==> src/rtl/mmio_uart_tx_pkg.sv <==
// Shared definitions for the memory-mapped UART transmitter:
// register offsets, STATUS bit positions and serializer state encoding.
package mmio_uart_tx_pkg;

  localparam logic [1:0] REG_TXDATA = 2'd0;
  localparam logic [1:0] REG_STATUS = 2'd1;
  localparam logic [1:0] REG_COUNT  = 2'd2;

  localparam int STAT_EMPTY = 0;
  localparam int STAT_FULL  = 1;
  localparam int STAT_BUSY  = 2;
  localparam int STAT_OVF   = 3;

  typedef enum logic [1:0] {
    S_IDLE  = 2'd0,
    S_START = 2'd1,
    S_DATA  = 2'd2,
    S_STOP  = 2'd3
  } tx_state_e;

endpackage

==> src/rtl/mmio_uart_tx_if.sv <==
// Data-memory bus as seen from the MEM stage: address, write data,
// write strobe, and the combinational read data / hit returned by a peripheral.
interface mmio_uart_tx_if;
  logic [7:0] addr;
  logic [7:0] wdata;
  logic       we;
  logic [7:0] rdata;
  logic       hit;

  modport master (output addr, wdata, we, input rdata, hit);
  modport slave  (input addr, wdata, we, output rdata, hit);
endinterface

==> src/rtl/mmio_uart_tx_sync_fifo.sv <==
// Single-clock FIFO with show-ahead output; pushes while full and pops
// while empty are ignored. Synchronous active-low reset.
module sync_fifo #(
  parameter int WIDTH = 8,
  parameter int DEPTH = 4
) (
  input  logic                     clk_i,
  input  logic                     rst_ni,
  input  logic                     push_i,
  input  logic                     pop_i,
  input  logic [WIDTH-1:0]         din_i,
  output logic [WIDTH-1:0]         dout_o,
  output logic                     empty_o,
  output logic                     full_o,
  output logic [$clog2(DEPTH):0]   count_o
);

  localparam int AW = $clog2(DEPTH);

  logic [WIDTH-1:0] mem_q [DEPTH];
  logic [AW-1:0]    wptr_q, rptr_q;
  logic [AW:0]      count_q;
  logic             push_ok, pop_ok;

  assign empty_o = (count_q == '0);
  assign full_o  = (count_q == (AW+1)'(DEPTH));
  assign count_o = count_q;
  assign dout_o  = mem_q[rptr_q];
  assign push_ok = push_i && !full_o;
  assign pop_ok  = pop_i && !empty_o;

  always_ff @(posedge clk_i) begin
    if (push_ok) mem_q[wptr_q] <= din_i;
  end

  always_ff @(posedge clk_i) begin
    if (!rst_ni) begin
      wptr_q  <= '0;
      rptr_q  <= '0;
      count_q <= '0;
    end else begin
      if (push_ok) wptr_q <= wptr_q + AW'(1);
      if (pop_ok)  rptr_q <= rptr_q + AW'(1);
      case ({push_ok, pop_ok})
        2'b10:   count_q <= count_q + (AW+1)'(1);
        2'b01:   count_q <= count_q - (AW+1)'(1);
        default: count_q <= count_q;
      endcase
    end
  end

endmodule

==> src/rtl/mmio_uart_tx.sv <==
// Memory-mapped 8N1 UART transmitter: address decode, register read mux,
// sticky overflow flag, TX FIFO and the bit serializer.
module mmio_uart_tx
  import mmio_uart_tx_pkg::*;
#(
  parameter logic [7:0] BASE_ADDR    = 8'hF0,
  parameter int         CLKS_PER_BIT = 868,
  parameter int         FIFO_DEPTH   = 4
) (
  input  logic            clk_i,
  input  logic            reset_ni,
  mmio_uart_tx_if.slave   bus,
  output logic            tx_o,
  output logic            tx_busy_o
);

  localparam int          CW        = $clog2(FIFO_DEPTH) + 1;
  localparam logic [15:0] BAUD_LAST = 16'(CLKS_PER_BIT - 1);

  logic [7:0]    offset;
  logic [1:0]    reg_sel;
  logic          push, pop, ovf_clr;
  logic          fifo_empty, fifo_full;
  logic [7:0]    fifo_dout;
  logic [CW-1:0] fifo_count;
  logic [7:0]    status;
  logic          ovf_q;

  tx_state_e     state_q, state_d;
  logic [15:0]   baud_q, baud_d;
  logic [2:0]    bit_q, bit_d;
  logic [7:0]    shift_q, shift_d;
  logic          tx_q, tx_d;
  logic          busy_q;

  // Offset arithmetic keeps the window check correct for any BASE_ADDR.
  assign offset  = bus.addr - BASE_ADDR;
  assign bus.hit = (offset < 8'd4);
  assign reg_sel = offset[1:0];
  assign push    = bus.hit && bus.we && (reg_sel == REG_TXDATA);
  assign ovf_clr = bus.hit && bus.we && (reg_sel == REG_STATUS);

  always_comb begin
    status             = '0;
    status[STAT_EMPTY] = fifo_empty;
    status[STAT_FULL]  = fifo_full;
    status[STAT_BUSY]  = busy_q;
    status[STAT_OVF]   = ovf_q;
  end

  always_comb begin
    bus.rdata = 8'h00;
    if (bus.hit) begin
      case (reg_sel)
        REG_STATUS: bus.rdata = status;
        REG_COUNT:  bus.rdata = 8'(fifo_count);
        default:    bus.rdata = 8'h00;
      endcase
    end
  end

  sync_fifo #(.WIDTH(8), .DEPTH(FIFO_DEPTH)) u_fifo (
    .clk_i   (clk_i),
    .rst_ni  (reset_ni),
    .push_i  (push),
    .pop_i   (pop),
    .din_i   (bus.wdata),
    .dout_o  (fifo_dout),
    .empty_o (fifo_empty),
    .full_o  (fifo_full),
    .count_o (fifo_count)
  );

  always_ff @(posedge clk_i) begin
    if (!reset_ni)                ovf_q <= 1'b0;
    else if (push && fifo_full)   ovf_q <= 1'b1;
    else if (ovf_clr)             ovf_q <= 1'b0;
  end

  always_ff @(posedge clk_i) begin
    if (!reset_ni) begin
      state_q <= S_IDLE;
      baud_q  <= '0;
      bit_q   <= '0;
      shift_q <= '0;
      tx_q    <= 1'b1;
      busy_q  <= 1'b0;
    end else begin
      state_q <= state_d;
      baud_q  <= baud_d;
      bit_q   <= bit_d;
      shift_q <= shift_d;
      tx_q    <= tx_d;
      busy_q  <= (state_d != S_IDLE);
    end
  end

  always_comb begin
    state_d = state_q;
    baud_d  = baud_q;
    bit_d   = bit_q;
    shift_d = shift_q;
    pop     = 1'b0;
    case (state_q)
      S_IDLE: begin
        if (!fifo_empty) begin
          pop     = 1'b1;
          shift_d = fifo_dout;
          bit_d   = '0;
          baud_d  = BAUD_LAST;
          state_d = S_START;
        end
      end
      S_START: begin
        if (baud_q == '0) begin
          baud_d  = BAUD_LAST;
          state_d = S_DATA;
        end else begin
          baud_d = baud_q - 16'd1;
        end
      end
      S_DATA: begin
        if (baud_q == '0) begin
          baud_d  = BAUD_LAST;
          shift_d = {1'b0, shift_q[7:1]};
          bit_d   = bit_q + 3'd1;
          if (bit_q == 3'd7) state_d = S_STOP;
        end else begin
          baud_d = baud_q - 16'd1;
        end
      end
      S_STOP: begin
        if (baud_q == '0) begin
          // Chain straight into the next start bit when data is waiting.
          if (!fifo_empty) begin
            pop     = 1'b1;
            shift_d = fifo_dout;
            bit_d   = '0;
            baud_d  = BAUD_LAST;
            state_d = S_START;
          end else begin
            state_d = S_IDLE;
          end
        end else begin
          baud_d = baud_q - 16'd1;
        end
      end
      default: state_d = S_IDLE;
    endcase

    case (state_d)
      S_START: tx_d = 1'b0;
      S_DATA:  tx_d = shift_d[0];
      default: tx_d = 1'b1;
    endcase
  end

  assign tx_o      = tx_q;
  assign tx_busy_o = busy_q;

endmodule

==> src/flat_wrapper.sv <==
// flat-port wrapper written by rule: the top's interface ports become plain ports
module mmio_uart_tx_flat import mmio_uart_tx_pkg::*;
#(
  parameter logic [7:0] BASE_ADDR    = 8'hF0,
  parameter int         CLKS_PER_BIT = 868,
  parameter int         FIFO_DEPTH   = 4
)
  (clk_i, reset_ni, tx_o, tx_busy_o, bus_addr, bus_wdata, bus_we, bus_rdata, bus_hit);
  mmio_uart_tx_if bus_i ();
  input  logic clk_i;
  input  logic reset_ni;
  output logic tx_o;
  output logic tx_busy_o;
  input wire logic [$bits(bus_i.addr)-1:0] bus_addr;
  input wire logic [$bits(bus_i.wdata)-1:0] bus_wdata;
  input wire logic [$bits(bus_i.we)-1:0] bus_we;
  output wire logic [$bits(bus_i.rdata)-1:0] bus_rdata;
  output wire logic [$bits(bus_i.hit)-1:0] bus_hit;
  assign bus_i.addr = bus_addr;
  assign bus_i.wdata = bus_wdata;
  assign bus_i.we = bus_we;
  assign bus_rdata = bus_i.rdata;
  assign bus_hit = bus_i.hit;
  mmio_uart_tx #(.BASE_ADDR(BASE_ADDR), .CLKS_PER_BIT(CLKS_PER_BIT), .FIFO_DEPTH(FIFO_DEPTH)) u_core (.clk_i(clk_i), .reset_ni(reset_ni), .bus(bus_i), .tx_o(tx_o), .tx_busy_o(tx_busy_o));
endmodule
==> config.mk <==
export PLATFORM = sky130hd
export DESIGN_NAME = mmio_uart_tx_flat
export DESIGN_NICKNAME = d
export VERILOG_FILES = /design/src/rtl/mmio_uart_tx_pkg.sv /design/src/rtl/mmio_uart_tx_if.sv /design/src/rtl/mmio_uart_tx_sync_fifo.sv /design/src/rtl/mmio_uart_tx.sv /design/src/flat_wrapper.sv
export SDC_FILE = /design/constraint.sdc
export NUM_CORES = 1
export LEC_CHECK = 0
export CORE_UTILIZATION = 55
export CTS_CLUSTER_DIAMETER = 120
export DETAILED_ROUTE_END_ITERATION = 10
export PLACE_DENSITY_LB_ADDON = 0.15
export SLEW_MARGIN = 20
export SYNTH_ARGS = -nofsm -noshare
export SYNTH_HDL_FRONTEND = slang
export SYNTH_HIERARCHICAL = 1
export SYNTH_SLANG_ARGS = --single-unit
==> constraint.sdc <==
create_clock -name clk_i -period 4.03 [get_ports clk_i]
set_clock_uncertainty 0.1 [all_clocks]
set_input_delay 0.806 -clock clk_i [delete_from_list [all_inputs] [get_ports clk_i]]
set_output_delay 0.806 -clock clk_i [all_outputs]
set_load 0.02 [all_outputs]
Yosys cells after proc, flatten, opt, wreduce, memory -nomap -nowiden:

Memories as Yosys holds them, arrays and structs flattened. A register that Yosys moved wholly into a read port is not among the register bits.
Cells that the tools add are included.

* memory bits (read-only): 0
* memories: 1
* latch bits: 0
* bits of input ports: 19
* register bits: 39
* bits in writable memories: 32
* logic and storage cells: 83
* output and inout port bits: 11

* reduce and logical (&&, ||, !) cells: 18
* shifts and indexed selects: 0
* multipliers: 0
* bitwise logic cells: 0
* equal/unequal tests: 13
* $lt $le $gt $ge: 1
* divide/modulo/power cells: 0
* multiplexer cells: 32
* $add $sub $neg: 7

Memory list
* u_core.u_fifo.mem_q: depth 4, width 8, rd ports 1, clocked after Yosys merged registers in 1, write ports 1, line mmio_uart_tx_sync_fifo.sv:20 `logic [WIDTH-1:0] mem_q [DEPTH];`

Operator list (count)
* 16-bit 2-to-1 mux: 3
* 16-bit one-hot mux with 3 select lines: 1
* 8-bit 2-to-1 mux: 4
* 8-bit one-hot mux with 3 select lines: 1
* 16-bit zero test: 1
* 16-bit by 1-bit subtractor with 16-bit output (second input constant): 1
* 2-bit 2-to-1 mux: 7
* 2-bit == test (second input constant): 5
* 3-bit 2-to-1 mux: 3
* 3-bit one-hot mux with 3 select lines: 1
* 2-bit by 1-bit == test with 1-bit output (second input constant): 4
* 8-bit by 3-bit less-than comparator with 1-bit output (second input constant): 1
* 2-bit one-hot mux with 4 select lines: 1
* 4-bit one-hot mux with 2 select lines: 1
* 8-bit subtractor (second input constant): 1
* 1-bit 2-to-1 mux: 7
* 3-bit by 1-bit adder with 3-bit output (second input constant): 2
* 3-bit == test (second input constant): 2
* 1-bit logical AND: 6
* 3-bit one-hot mux with 2 select lines: 1
* 2-bit nonzero test: 3
* 2-bit by 1-bit adder with 2-bit output (second input constant): 2
* 2-bit zero test: 2
* 2-bit by 1-bit inequality test with 1-bit output (second input constant): 2
* 7 further kinds: 9

Logic depth before layout (Yosys ltp):

* depth in word-level cells: 7
* depth in mapped cells: 14
* depth with buffers taken out: 13

Cells and area by module:

Netlist, hierarchy kept.

Modules (own cells, without submodules)
* mmio_uart_tx: area each 2119.5 um^2, cells an instance 256, instances 1, sequential area each 640.6 um^2
* sync_fifo: area each 1644.1 um^2, cells an instance 96, instances 1, sequential area each 1141.1 um^2

Least setup slack after synthesis:

Ideal clock, no wire load.

* kind: input-to-reg
* start: in bus_addr[7]
* end: reg u_core.u_fifo.count_q[2], in the netlist u_core/u_fifo/count_o[2]
* data required time: 3.860 ns
* buffers on the path: 1
* stages: 12
* library setup time: 0.070 ns
* data arrival time: 2.960 ns
* slack: 0.900 ns
* cells stage by stage: nand4_1 nor3_1 and3_1 nor2b_1 buf_2 inv_2 ha_1 inv_1 fa_1 xor2_1 or3_1 a21boi_1

* longest elaborated chain between the ends: 7
* elaborated cells between the ends (all ways): 9
* those cells by class: 1 x add/sub; 1 x order compare; 2 x eq/ne; 1 x mux; 4 x reduce/logical

RTL lines
* from (decl): line flat_wrapper.sv:14 `input wire logic [$bits(bus_i.addr)-1:0] bus_addr;`
* 8-bit subtractor (*): line mmio_uart_tx.sv:37 `assign offset = bus.addr - BASE_ADDR;`
* 8-bit by 3-bit less-than comparator with 1-bit output (*): line mmio_uart_tx.sv:38 `assign bus.hit = (offset < 8'd4);`
* named net bus_hit: line flat_wrapper.sv:18 `output wire logic [$bits(bus_i.hit)-1:0] bus_hit;`
* 1-bit logical AND (*) (2 in a row): line mmio_uart_tx.sv:40 `assign push = bus.hit && bus.we && (reg_sel == REG_TXDATA);`
* named net u_core.push: line mmio_uart_tx.sv:22 `logic push, pop, ovf_clr;`
* 1-bit logical AND (*): line mmio_uart_tx_sync_fifo.sv:29 `assign push_ok = push_i && !full_o;`
* 2-bit by 1-bit == test with 1-bit output or 2-bit == test (tied branches): line mmio_uart_tx_sync_fifo.sv:44 `case ({push_ok, pop_ok})`
* 3-bit one-hot mux with 2 select lines or 2-bit nonzero test (tied branches)
* to (signal assigned): line mmio_uart_tx_sync_fifo.sv:45 `2'b10: count_q <= count_q + (AW+1)'(1);`
* to (signal assigned): line mmio_uart_tx_sync_fifo.sv:46 `2'b01: count_q <= count_q - (AW+1)'(1);`
* to (signal assigned): line mmio_uart_tx_sync_fifo.sv:47 `default: count_q <= count_q;`
* to (decl): line mmio_uart_tx_sync_fifo.sv:22 `logic [AW:0] count_q;`

Mark *: on every way through the listed nets, which the timed path passes. The rest lies on a longest branch.
A chain may end at the register's enable or synchronous reset.

Worst setup path after layout:

* start: in bus_addr[7]
* end: out bus_rdata[3]

* longest elaborated chain between the ends: 3

RTL lines
* 8-bit subtractor: line mmio_uart_tx.sv:37
* 8-bit by 3-bit less-than comparator with 1-bit output: line mmio_uart_tx.sv:38
* 8-bit 2-to-1 mux: line mmio_uart_tx.sv:53 `if (bus.hit) begin`
* to (decl): line flat_wrapper.sv:17 `output wire logic [$bits(bus_i.rdata)-1:0] bus_rdata;`

Every way passes these cells.

==> impl_results.md <==
* Status: finished, violations left
* Failing checks: DRC
* Grt ovf at 0
* Die width at 84.72 um
* FMAX at 285.6 MHz
* Layout area overhead at 13.07%
* Setup CP Type: primary input to primary output
* Post-place setup slack at 531.6 ps
* CP Data Required Time at 3120 ps
* Tightest Hold Check Type: register to register
* Synth warn at 6
* TNS Setup at 0 ps
* Synthesized area per cell at 10.69 sq um
* Tcrit/Tclk final at 86.88%
* Worst Path Max Fanout at 4
* GRT Util Overall at 21.53%
* Layout cell share with drive strength beyond 1 at 12.40%
* Fraction of registers with async set/reset at 0%
* CTS H-Tree Depth at 3
* Antenna violations before repair at 0
* GPL Wtd Cong at 0.8226
* Design Area, Final at 0.004255 sq mm
* Hold Buf Count CTS at 0
* RSZ-0062 raised after global routing: no
* Synth area leaders: edfxtp_1, dfxtp_1, ha_1, mux4_2, a21oi_1
* Die height at 84.72 um
* Combinational Power Share at 7.4%
* Dpl hpwl at 5028 um
* Initial Utilization at 57.95%
* I/O Pins at 30
* Register bit total from synthesis at 73
* CTS tree: yes
* Slew @ Worst Pin at 838.4 ps
* Total power at 1.489 mW
* Inst Count DP at 440
* IR drop worst, VDD at 0.0002976 V
* Count of final hold-check violations at 0
* Most common cell in the netlist: dfxtp_1
* Area of the core at 0.006495 sq mm
* Fin cells at 456
* Nets at 412
* Final WS setup at 528.7 ps
* Clock power frac at 40.3%
* Die footprint at 0.007177 sq mm
* Post-CTS Setup Bufs at 0
* Placed inst area at 0.004048 sq mm
* Vias in the first global route at 2,583
* WP data arrival at 2600 ps
* Sw power at 0.3709 mW
* Util after Layout at 65.52%
* Worst skew pair latency at 350 ps
* Post-synthesis sequential area ratio at 47.34%
* Initial DRC Count at 178
* Routed Antenna Nets at 0
* Clock buffer count from CTS at 9
* Sequential share of power at 52.3%
* Hold Slack at 359.6 ps
* Sw Share at 24.91%
* Row count at 29
* Vias after detailed routing at 2,740
* Setup crit start kind: primary input
* PortBufs at 25
* Fin. max-slew vios at 0
* Ys flop type: dfxtp_1
* WL per Instance at 15.80 um
* Drt pass-1 iters at 7
* Commonest cells post-synth: dfxtp_1, edfxtp_1, nand2_1
* Slew HR at 43.77%
* Top cell type by total area after synthesis: edfxtp_1
* First-pass GRT wire length at 12,080 um
* Final setup fails at 0
* Final wirelength at 7205 um
* Post-CTS sizing at 0
* Number of synthesized flops with an enable pin at 32
* Power Density at 349.9 mW/mm^2
* Drt via density at 6.009
* Mapped Cells at 352
* Netlist cell types at 63
* Type of destination of the critical path: primary output
* Pin count of the biggest net entering global routing at 30
* DRC at 1
* Root Buffer: clkbuf_8
* CTS clk-pin slew, worst paths at 80 ps
* Antenna diodes at 0
* Leakage power total at 1.584 nW
* CTS sink cnt at 73
* Top cell type's share of synthesized area at 25.53%
* Period minus WS final at 3501 ps
* CTS Buffer Depth at 2
* Maxcap violations at 0
* Internal power at 1.118 mW
* Synth Cell Area at 0.003764 sq mm
## cell usage in the layout, fill, tap and decap left out, types with 4 or more instances in the layout
master and count:
mux4_2 8, nor3_1 11, dfxtp_1 41, a31oi_1 7, o221a_2 6, buf_4 5
a21oi_1 21, nor2_1 26, clkbuf_8 9, a22oi_1 5, mux2i_1 9, edfxtp_1 32
o2bb2ai_1 6, inv_6 4, clkdlybuf4s50_1 25, or3_1 4, inv_1 15, o21ai_0 13
ha_1 18, nand2_1 27, and2_1 9, a22o_1 6, nor2b_1 4, conb_1 4
## critical path, cell delays in order
cell             delay, ps
clkdlybuf4s50_1        460
nand4_1                 90
nor3_1                 310
nand2_1                170
nor2_1                 140
clkdlybuf4s50_1        620
## cell families (layout without fill, tap and decap cells)
| logic type | Yosys count | in the layout | synth area share (%) |
|---|---|---|---|
| mux | 18 | 18 | 7.480 |
| buf+inv | 38 | 62 | 4.720 |
| flops | 73 | 73 | 47.34 |
| simple gates | 111 | 111 | 16.36 |
| other cells | 1 | 4 | 0.09964 |
| compound gates | 89 | 89 | 16.79 |
| fa+ha+maj | 19 | 19 | 6.516 |
| xor+xnor | 3 | 3 | 0.6983 |
## power groups by stage
stage | Sequential, mW | Clock [mW] | Combinational (mW)
floorplan | 0.798 | 0 | 0.0687
global placement | 0.796 | 0 | 0.107
detailed placement | 0.796 | 0 | 0.109
CTS | 0.779 | 0.612 | 0.109
global route | 0.780 | 0.639 | 0.121
finish | 0.779 | 0.600 | 0.110
## path summary, 6_finish.rpt
path / slack, ps / endpoint / depth (start not counted) / startpoint
setup / recovery: 530 / bus_rdata[3] / 6 / bus_addr[7]
hold reg to reg: 360 / u_core/bit_q[1] / 2 / u_core/bit_q[1]
hold / removal: 360 / u_core/bit_q[1] / 2 / u_core/bit_q[1]
setup reg to reg: 610 / u_core/u_fifo/count_o[2] / 13 / u_core/baud_q[0]
## registers in the layout, indices dropped and copies added, names as in the netlist, named ones only
name and flops:
u_core/bit_q 3, u_core/tx_o 1, u_core/u_fifo/mem_q 32, u_core/shift_q 8, u_core/tx_busy_o 1, u_core/u_fifo/rptr_q 2, u_core/u_fifo/wptr_q 2, u_core/u_fifo/count_o 3
u_core/baud_q 16, u_core/ovf_q 1, u_core/state_q 2
## cell type report
class / instances / area (sq um)
clock buffer: 9 / 123.9
sequential: 73 / 1782
inverter: 16 / 60.06
tap: 77 / 96.34
multi-input combinational: 244 / 1822
fill: 506 / 2240
clock inverter: 7 / 83.83
timing repair buffer: 30 / 287.8
## routing by layer
metal / track usage (%) / up-vias / part of all wire, %
met2: 34.89 / 58 / 48
met3: 5.015 / 9 / 4.0
met4: 8.166 / 0 / 1.2
met5: 0 / - / 0
met1: 28.24 / 1312 / 47
li1: - / 1361 / -
No activity file was read; power rests on OpenSTA's default activity.
